$ cat config.mk
export PLATFORM = sky130hd
export DESIGN_NAME = trig_stop_ctrl
export DESIGN_NICKNAME = d
export VERILOG_FILES = /design/src/rtl/trig_stop_ctrl.sv
export SDC_FILE = /design/constraint.sdc
export NUM_CORES = 1
export LEC_CHECK = 0
export CORE_UTILIZATION = 50
export DETAILED_ROUTE_END_ITERATION = 8
export PLACE_DENSITY = 0.82
export SYNTH_ARGS = -nofsm -noshare
export SYNTH_HDL_FRONTEND = slang
export SYNTH_SLANG_ARGS = --single-unit
$ cat constraint.sdc
create_clock -name clk -period 2.5 [get_ports clk]
set_input_delay 0.75 -clock clk [delete_from_list [all_inputs] [get_ports clk]]
set_output_delay 0.75 -clock clk [all_outputs]
set_load 0.01 [all_outputs]
$ cat src/rtl/trig_stop_ctrl.sv
// Trigger / stop controller for a capture memory: qualifies trigger channels,
// counts a post-trigger holdoff, then halts writing until re-armed.
module trig_stop_ctrl #(
  parameter int unsigned NUM_CH        = 4,
  parameter int unsigned HOLDOFF_WIDTH = 16
) (
  input  logic                     clk,
  input  logic                     reset,
  input  logic                     primed,
  input  logic [NUM_CH-1:0]        i_trigger,
  input  logic [NUM_CH-1:0]        i_trig_mask,
  input  logic                     i_trig_mode,
  input  logic                     i_edge,
  input  logic [HOLDOFF_WIDTH-1:0] i_holdoff,
  input  logic                     i_rearm,
  output logic                     stopped,
  output logic                     triggered,
  output logic [NUM_CH-1:0]        o_trig_ch,
  output logic [HOLDOFF_WIDTH-1:0] o_holdoff_count,
  output logic [1:0]               o_state
);

  typedef enum logic [1:0] {
    StIdle    = 2'd0,
    StArmed   = 2'd1,
    StHoldoff = 2'd2,
    StStopped = 2'd3
  } state_e;

  state_e                   state_q, state_d;
  logic [NUM_CH-1:0]        trig_d_q;
  logic [NUM_CH-1:0]        trig_ch_q, trig_ch_d;
  logic [HOLDOFF_WIDTH-1:0] cnt_q, cnt_d;
  logic [HOLDOFF_WIDTH-1:0] holdoff_q, holdoff_d;
  logic                     stopped_q, stopped_d;
  logic                     triggered_q, triggered_d;

  logic [NUM_CH-1:0] cond;
  logic [NUM_CH-1:0] qual;
  logic              hit;

  always_comb begin
    cond = i_edge ? (i_trigger & ~trig_d_q) : i_trigger;
    qual = cond & i_trig_mask;
    // An empty mask must never fire, even though qual == mask would hold in AND mode.
    hit  = (|i_trig_mask) && (i_trig_mode ? (qual == i_trig_mask) : (|qual));
  end

  always_comb begin
    state_d   = state_q;
    cnt_d     = cnt_q;
    holdoff_d = holdoff_q;
    trig_ch_d = trig_ch_q;
    case (state_q)
      StIdle: begin
        if (primed) state_d = StArmed;
      end
      StArmed: begin
        if (!primed) begin
          state_d = StIdle;
        end else if (hit) begin
          state_d   = StHoldoff;
          cnt_d     = '0;
          holdoff_d = i_holdoff;
          trig_ch_d = qual;
        end
      end
      StHoldoff: begin
        if (!primed) begin
          state_d = StIdle;
          cnt_d   = '0;
        end else if (cnt_q == holdoff_q) begin
          state_d = StStopped;
        end else begin
          cnt_d = cnt_q + HOLDOFF_WIDTH'(1);
        end
      end
      StStopped: begin
        if (i_rearm) begin
          state_d = primed ? StArmed : StIdle;
          cnt_d   = '0;
        end
      end
      default: state_d = StIdle;
    endcase
    stopped_d   = (state_d == StStopped);
    triggered_d = (state_d == StHoldoff) || (state_d == StStopped);
  end

  always_ff @(posedge clk or negedge reset) begin
    if (!reset) begin
      state_q     <= StIdle;
      trig_d_q    <= '0;
      trig_ch_q   <= '0;
      cnt_q       <= '0;
      holdoff_q   <= '0;
      stopped_q   <= 1'b0;
      triggered_q <= 1'b0;
    end else begin
      state_q     <= state_d;
      trig_d_q    <= i_trigger;
      trig_ch_q   <= trig_ch_d;
      cnt_q       <= cnt_d;
      holdoff_q   <= holdoff_d;
      stopped_q   <= stopped_d;
      triggered_q <= triggered_d;
    end
  end

  assign stopped         = stopped_q;
  assign triggered       = triggered_q;
  assign o_trig_ch       = trig_ch_q;
  assign o_holdoff_count = cnt_q;
  assign o_state         = state_q;

endmodule

# == Word level (Yosys, flattened, before mapping) ==
# Index checks and enable logic that the tools add are counted.
# totals
input_bits,30
out_inout_bits,24
ram_bits,0
register_bits,44
latchBits,0
mem_count,0
wordCells,46
mem_bits_ro,0
# op_classes
n_lt_le_gt_ge,0
mul,0
muxes,16
n_addsub,1
reduce_logical,8
eq_ne,11
div_mod_pow,0
bitwise,3
n_shift,0
# op_table
op,count
16-bit 2-to-1 mux,5
16-bit one-hot mux with 3 select lines,1
16-bit by 1-bit adder with 16-bit output (second input constant),1
16-bit == test,1
2-bit 2-to-1 mux,6
4-bit bitwise AND,2
2-bit == test (second input constant),4
2-bit one-hot mux with 4 select lines,1
4-bit OR reduction,2
2-bit inequality test (second input constant),3
5-bit AND reduction,1
4-bit == test,1
4-bit 2-to-1 mux,1
4-bit NOT,1
3-bit inequality test (second input constant),1
3-bit AND reduction,1
3-bit nonzero test,1
2-bit by 1-bit == test with 1-bit output (second input constant),1
2-bit logical NOT,1
1-bit 2-to-1 mux,2
1-bit logical AND,1
1-bit logical OR,1

# == Logic depth before layout (Yosys ltp) ==
# logic_depth
ltp_word,12
ltp_mapped,8
mapped_depth_nobuf,7

# == Worst setup path before layout ==
# No wires, ideal clock.
# synth_path
path_kind,input to register
start,input port i_edge
end,"register cnt_q[4], in the netlist o_holdoff_count[4]"
setup_slack_ns,0.407
n_path_buf,2
required_ns,2.376
setup_ns,0.124
stages,8
arrival_time_ns,1.968
cell_sequence,nand2_1 > a21boi_1 > o41ai_2 > nand4_2 > buf_4 > buf_2 > nand3_1 > nand3_1
# synth_between
elab_chain_cells,7
elab_cells_between_ends,8
cone_classes,eq/ne (2); mux (2); bitwise (1); reduce/logical (3)
# synth_lines
item,line,text
start: declaration,13,"input logic i_edge,"
4-bit 2-to-1 mux (*),43,cond = i_edge ? (i_trigger & ~trig_d_q) : i_trigger;
4-bit bitwise AND (*),44,qual = cond & i_trig_mask;
4-bit == test or 4-bit OR reduction (tied branches),46,hit = (|i_trig_mask) && (i_trig_mode ? (qual == i_trig_mask) : (|qual));
1-bit 2-to-1 mux (*),46,
1-bit logical AND (*),46,
2-bit inequality test (no line) (*),n/a,
5-bit AND reduction (no line) (*),n/a,
end signal: assignment,103,cnt_q <= cnt_d;
end: declaration,33,"logic [HOLDOFF_WIDTH-1:0] cnt_q, cnt_d;"
# Every way passes the cells marked *; elsewhere a longest branch is shown, timed or not.
# A chain may end at the register's enable or synchronous reset.

# == Worst setup path in the final report ==
# layout_path
start,input port i_trig_mask[0]
end,register holdoff_q[4]
# layout_between
elab_chain_cells,5
elab_cells_between_ends,7
cone_classes,eq/ne (1); mux (1); bitwise (1); reduce/logical (4)
# layout_lines
item,line,text
start: declaration,11,"input logic [NUM_CH-1:0] i_trig_mask,"
4-bit bitwise AND,44,
4-bit == test or 4-bit OR reduction (tied branches),46,
1-bit 2-to-1 mux,46,
1-bit logical AND (*),46,
3-bit AND reduction (no line) (*),n/a,
end signal: assignment,104,holdoff_q <= holdoff_d;
end: declaration,34,"logic [HOLDOFF_WIDTH-1:0] holdoff_q, holdoff_d;"
# Marked as above.

==> metrics.md <==
| Metric | Value |
|---|---|
| Max Cap Viol | `0` |
| Fmax | `a little over 0.4 GHz` |
| Crit path DAT | `between 2 and 3 ns` |
| CTS root buffer | `clkbuf_8` |
| DR vias/cell | `about 5.6` |
| Syn nets | `251` |
| Sink Count | `43` |
| Critical path peak fanout | `11` |
| Peak supply drop | `481 uV` |
| Worst Clk Skew | `0.00548 ns` |
| Failing checks | `design-rule violations` |
| CP endpoint kind | `flip-flop` |
| Post-Synthesis Cells | `220` |
| Routability cong. | `around 0.84` |
| Hold WC Path Type | `input port to asynchronous set/reset pin` |
| Worst-Margin Slew | `around 0.47 ns` |
| DPL Wire Length | `between 4000 and 5000 um` |
| Total gr overflow | `0` |
| Area delta synth->final | `36.8%` |
| Status | `finished with violations` |
| Die width | `70.6 um` |
| Min Clock Period, post-route | `2.43 ns` |
| Startpoint Class | `input port` |
| Number of global-route vias before repair | `roughly 1,900` |
| Fillers | `about 330` |
| Multi-input logic area | `between 0.001 and 0.0015 mm2` |
| RSZ-0062 raised after global routing | `false` |
| Layout Cells excl Fill | `~350` |
| Fin Hold WS | `between 0.3 and 0.4 ns` |
| FF-to-FF path depth | `7` |
| Max Buffers Root-to-Sink | `2` |
| First-pass GRT wire length | `a little over 9000 um` |
| GRT Total Usage | `23.7%` |
| Relative slew slack | `68.6%` |
| Placed cells | `340` |
| Die H | `between 70 and 80 um` |
| Leakage power of the design | `roughly 1.4 nW` |
| Nets@finish | `around 330` |
| Worst-path clk slew | `around 0.080 ns` |
| DRC Markers | `2` |
| Fin crit share | `97.0%` |
| Latest clock arrival within the worst-skew pair | `0.30 ns` |
| Port Buf Inserts | `53` |
| Core area | `0.00444 mm2` |
| Routed Antenna Nets | `0` |
| Share of cells above drive strength 1 | `18.2%` |
| Post-synthesis cell type count | `between 40 and 50` |
| Drt pass-1 iters | `6` |
| PwrDens | `694 mW/mm2` |
| Flop and latch count out of synthesis | `43` |
| Required time worst endpoint | `~2.7 ns` |
| Final worst slack | `0.0738 ns` |
| Mapped Area | `between 0.002 and 0.0025 mm2` |
| Htree depth | `2` |
| Slew Viols, Final | `0` |
| Setup WS pre-CTS | `-0.247 ns` |
| Reg2Reg Setup Slack | `approximately 0.46 ns` |
| Pin count of the biggest net entering global routing | `25` |
| Row count | `24` |
| Antenna diodes | `0` |
| Total Wirelength | `approximately 5500 um` |
| Worst Path Class, Setup | `input port to flip-flop` |
| Ys Warns | `0` |
| Synth Area per Inst | `about 11 um2` |
| Routed wire per std cell | `~16 um` |
| Initial antenna violation count | `0` |
| Seq. cell area | `approximately 0.0011 mm2` |
| CTS tree | `built` |
| I/O pin cnt | `54` |
| DR vias | `just under 2,000` |
| Hold-fix buffers, CTS | `0` |
| Number of hold violations in the final report | `0` |
| Setup Viol. Count Final | `0` |
| Total die area | `0.00498 mm2` |
| Iteration-0 DRC Markers | `130` |
| Initial core utilization | `a little over half` |
| Sequential share of the synthesized area | `45.7%` |
| CTS Buf Count | `5` |
==> path summary, 6_finish.rpt <==
| path | to | from |
|---|---|---|
| setup / recovery | holdoff_q[4] | i_trig_mask[0] |
| hold / removal | o_holdoff_count[15] | reset |
| setup reg to reg | o_state[0] | o_holdoff_count[3] |
| hold reg to reg | o_trig_ch[3] | o_trig_ch[3] |
| max in group asynchronous | holdoff_q[4] | reset |
| min in group clk | o_trig_ch[3] | o_trig_ch[3] |
==> routing by layer <==
layer / wire [um] / up-vias / track usage [%]
li1: - / 955 / -
met1: 2440 / 940 / 32.8
met2: 2770 / 60 / 38.8
met3: 265 / 4 / 4.84
met4: 55 / 0 / 5.33
met5: 0 / - / 0
==> power breakdown <==
group          leakage, nW  switching (mW)  internal, mW
Sequential           0.553           0.133         0.864
Combinational        0.834           0.327         0.393
Clock               0.0513           0.225         0.293
Total                 1.44           0.685          1.55
==> layout by cell type (no fill, tap or decap), drive strengths merged, types with 5 or more instances in the layout <==
master / synthesis / layout
clkdlybuf4s50: 0 / 51
or3: 7 / 7
nand4: 5 / 5
nor2: 5 / 5
buf: 9 / 27
nor3: 5 / 5
o21ai: 12 / 12
clkbuf: 1 / 7
xor2: 15 / 15
nand2: 18 / 18
mux2: 16 / 16
nand3: 30 / 30
dfrtp: 43 / 43
nor4: 6 / 6
==> repair_timing <==
item                                    4_1_cts  5_1_grt
buffers inserted                              0        1
resized for setup                             0        1
endpoints found under the setup margin        0       13
==> critical path: stages <==
cell and delay (ns):
clkdlybuf4s50_1 0.45, a21boi_1 0.16, o41ai_2 0.42, nand4_2 0.22, buf_4 0.20, clkbuf_16 0.15
mux2_2 0.26
==> stage by stage <==
stage,utilization (%),setup TNS (ns),cell area (um2),power (mW)
after CTS,71.6,0,3180,2.23
final,72.4,0,3220,2.23
after global placement,69.3,-3.55,3080,1.69
after detailed placement,69.3,-5.65,3080,1.72
after global routing,72.4,0,3220,2.35
after floorplan,-,0,2350,1.43
==> kinds of logic after synthesis <==
kind of cell             count (synthesis)  share of synthesized area [%]
XOR/XNOR                                16                           5.96
multiplexers                            18                           9.63
flip-flops                              43                           45.7
adder cells (fa/ha/maj)                  1                          0.532
buffers and inverters                   14                           4.36
AND/OR/NAND/NOR                         92                           22.2
AO/OA/AOI/OAI                           36                           11.6
==> cell usage after synthesis, drive strengths merged <==
cell / instances / area share, %
dfrtp: 43 / 46
nand3: 30 / 6.4
nand2: 18 / 2.9
mux2: 16 / 8.8
xor2: 15 / 5.6
o21ai: 12 / 3.0
buf: 9 / 3.6
or3: 7 / 1.9
nor4: 6 / 2.4
nand4: 5 / 1.9
nor2: 5 / 0.80
nor3: 5 / 1.1
a21boi: 4 / 1.3
inv: 4 / 0.64
nand2b: 4 / 1.1
a21oi: 3 / 0.64
a31oi: 3 / 0.80
and3: 3 / 0.80
nor2b: 3 / 0.80
a21o: 2 / 0.64
a22o: 2 / 0.74
a22oi: 2 / 0.64
mux2i: 2 / 0.85
o211ai: 2 / 0.64
a31o: 1 / 0.37
and2: 1 / 0.27
and4: 1 / 0.37
clkbuf: 1 / 0.16
ha: 1 / 0.53
nor4b: 1 / 0.64
o21a: 1 / 0.32
o21bai: 1 / 0.80
o31ai: 1 / 0.53
o41a: 1 / 0.48
o41ai: 1 / 0.69
or2: 1 / 0.27
or4: 1 / 0.32
or4b: 1 / 0.43
xnor2: 1 / 0.37
==> flip-flops by register name, summed over array words and instances, names as in the netlist <==
name / count
stopped: 1
o_state: 2
holdoff_q: 16
o_holdoff_count: 16
trig_d_q: 4
o_trig_ch: 4
==> cell type report <==
| class | count | share of cell area, % |
|---|---|---|
| Timing Repair Buffer | 80 | 24.4 |
| Sequential cell | 43 | 33.4 |
| Multi-Input combinational cell | 163 | 36.5 |
| Clock inverter | 1 | 0.933 |
| Clock buffer | 6 | 2.26 |
| Inverter | 4 | 0.467 |
| Tap cell | 52 | 2.02 |
No activity file was read; power rests on OpenSTA's default activity.
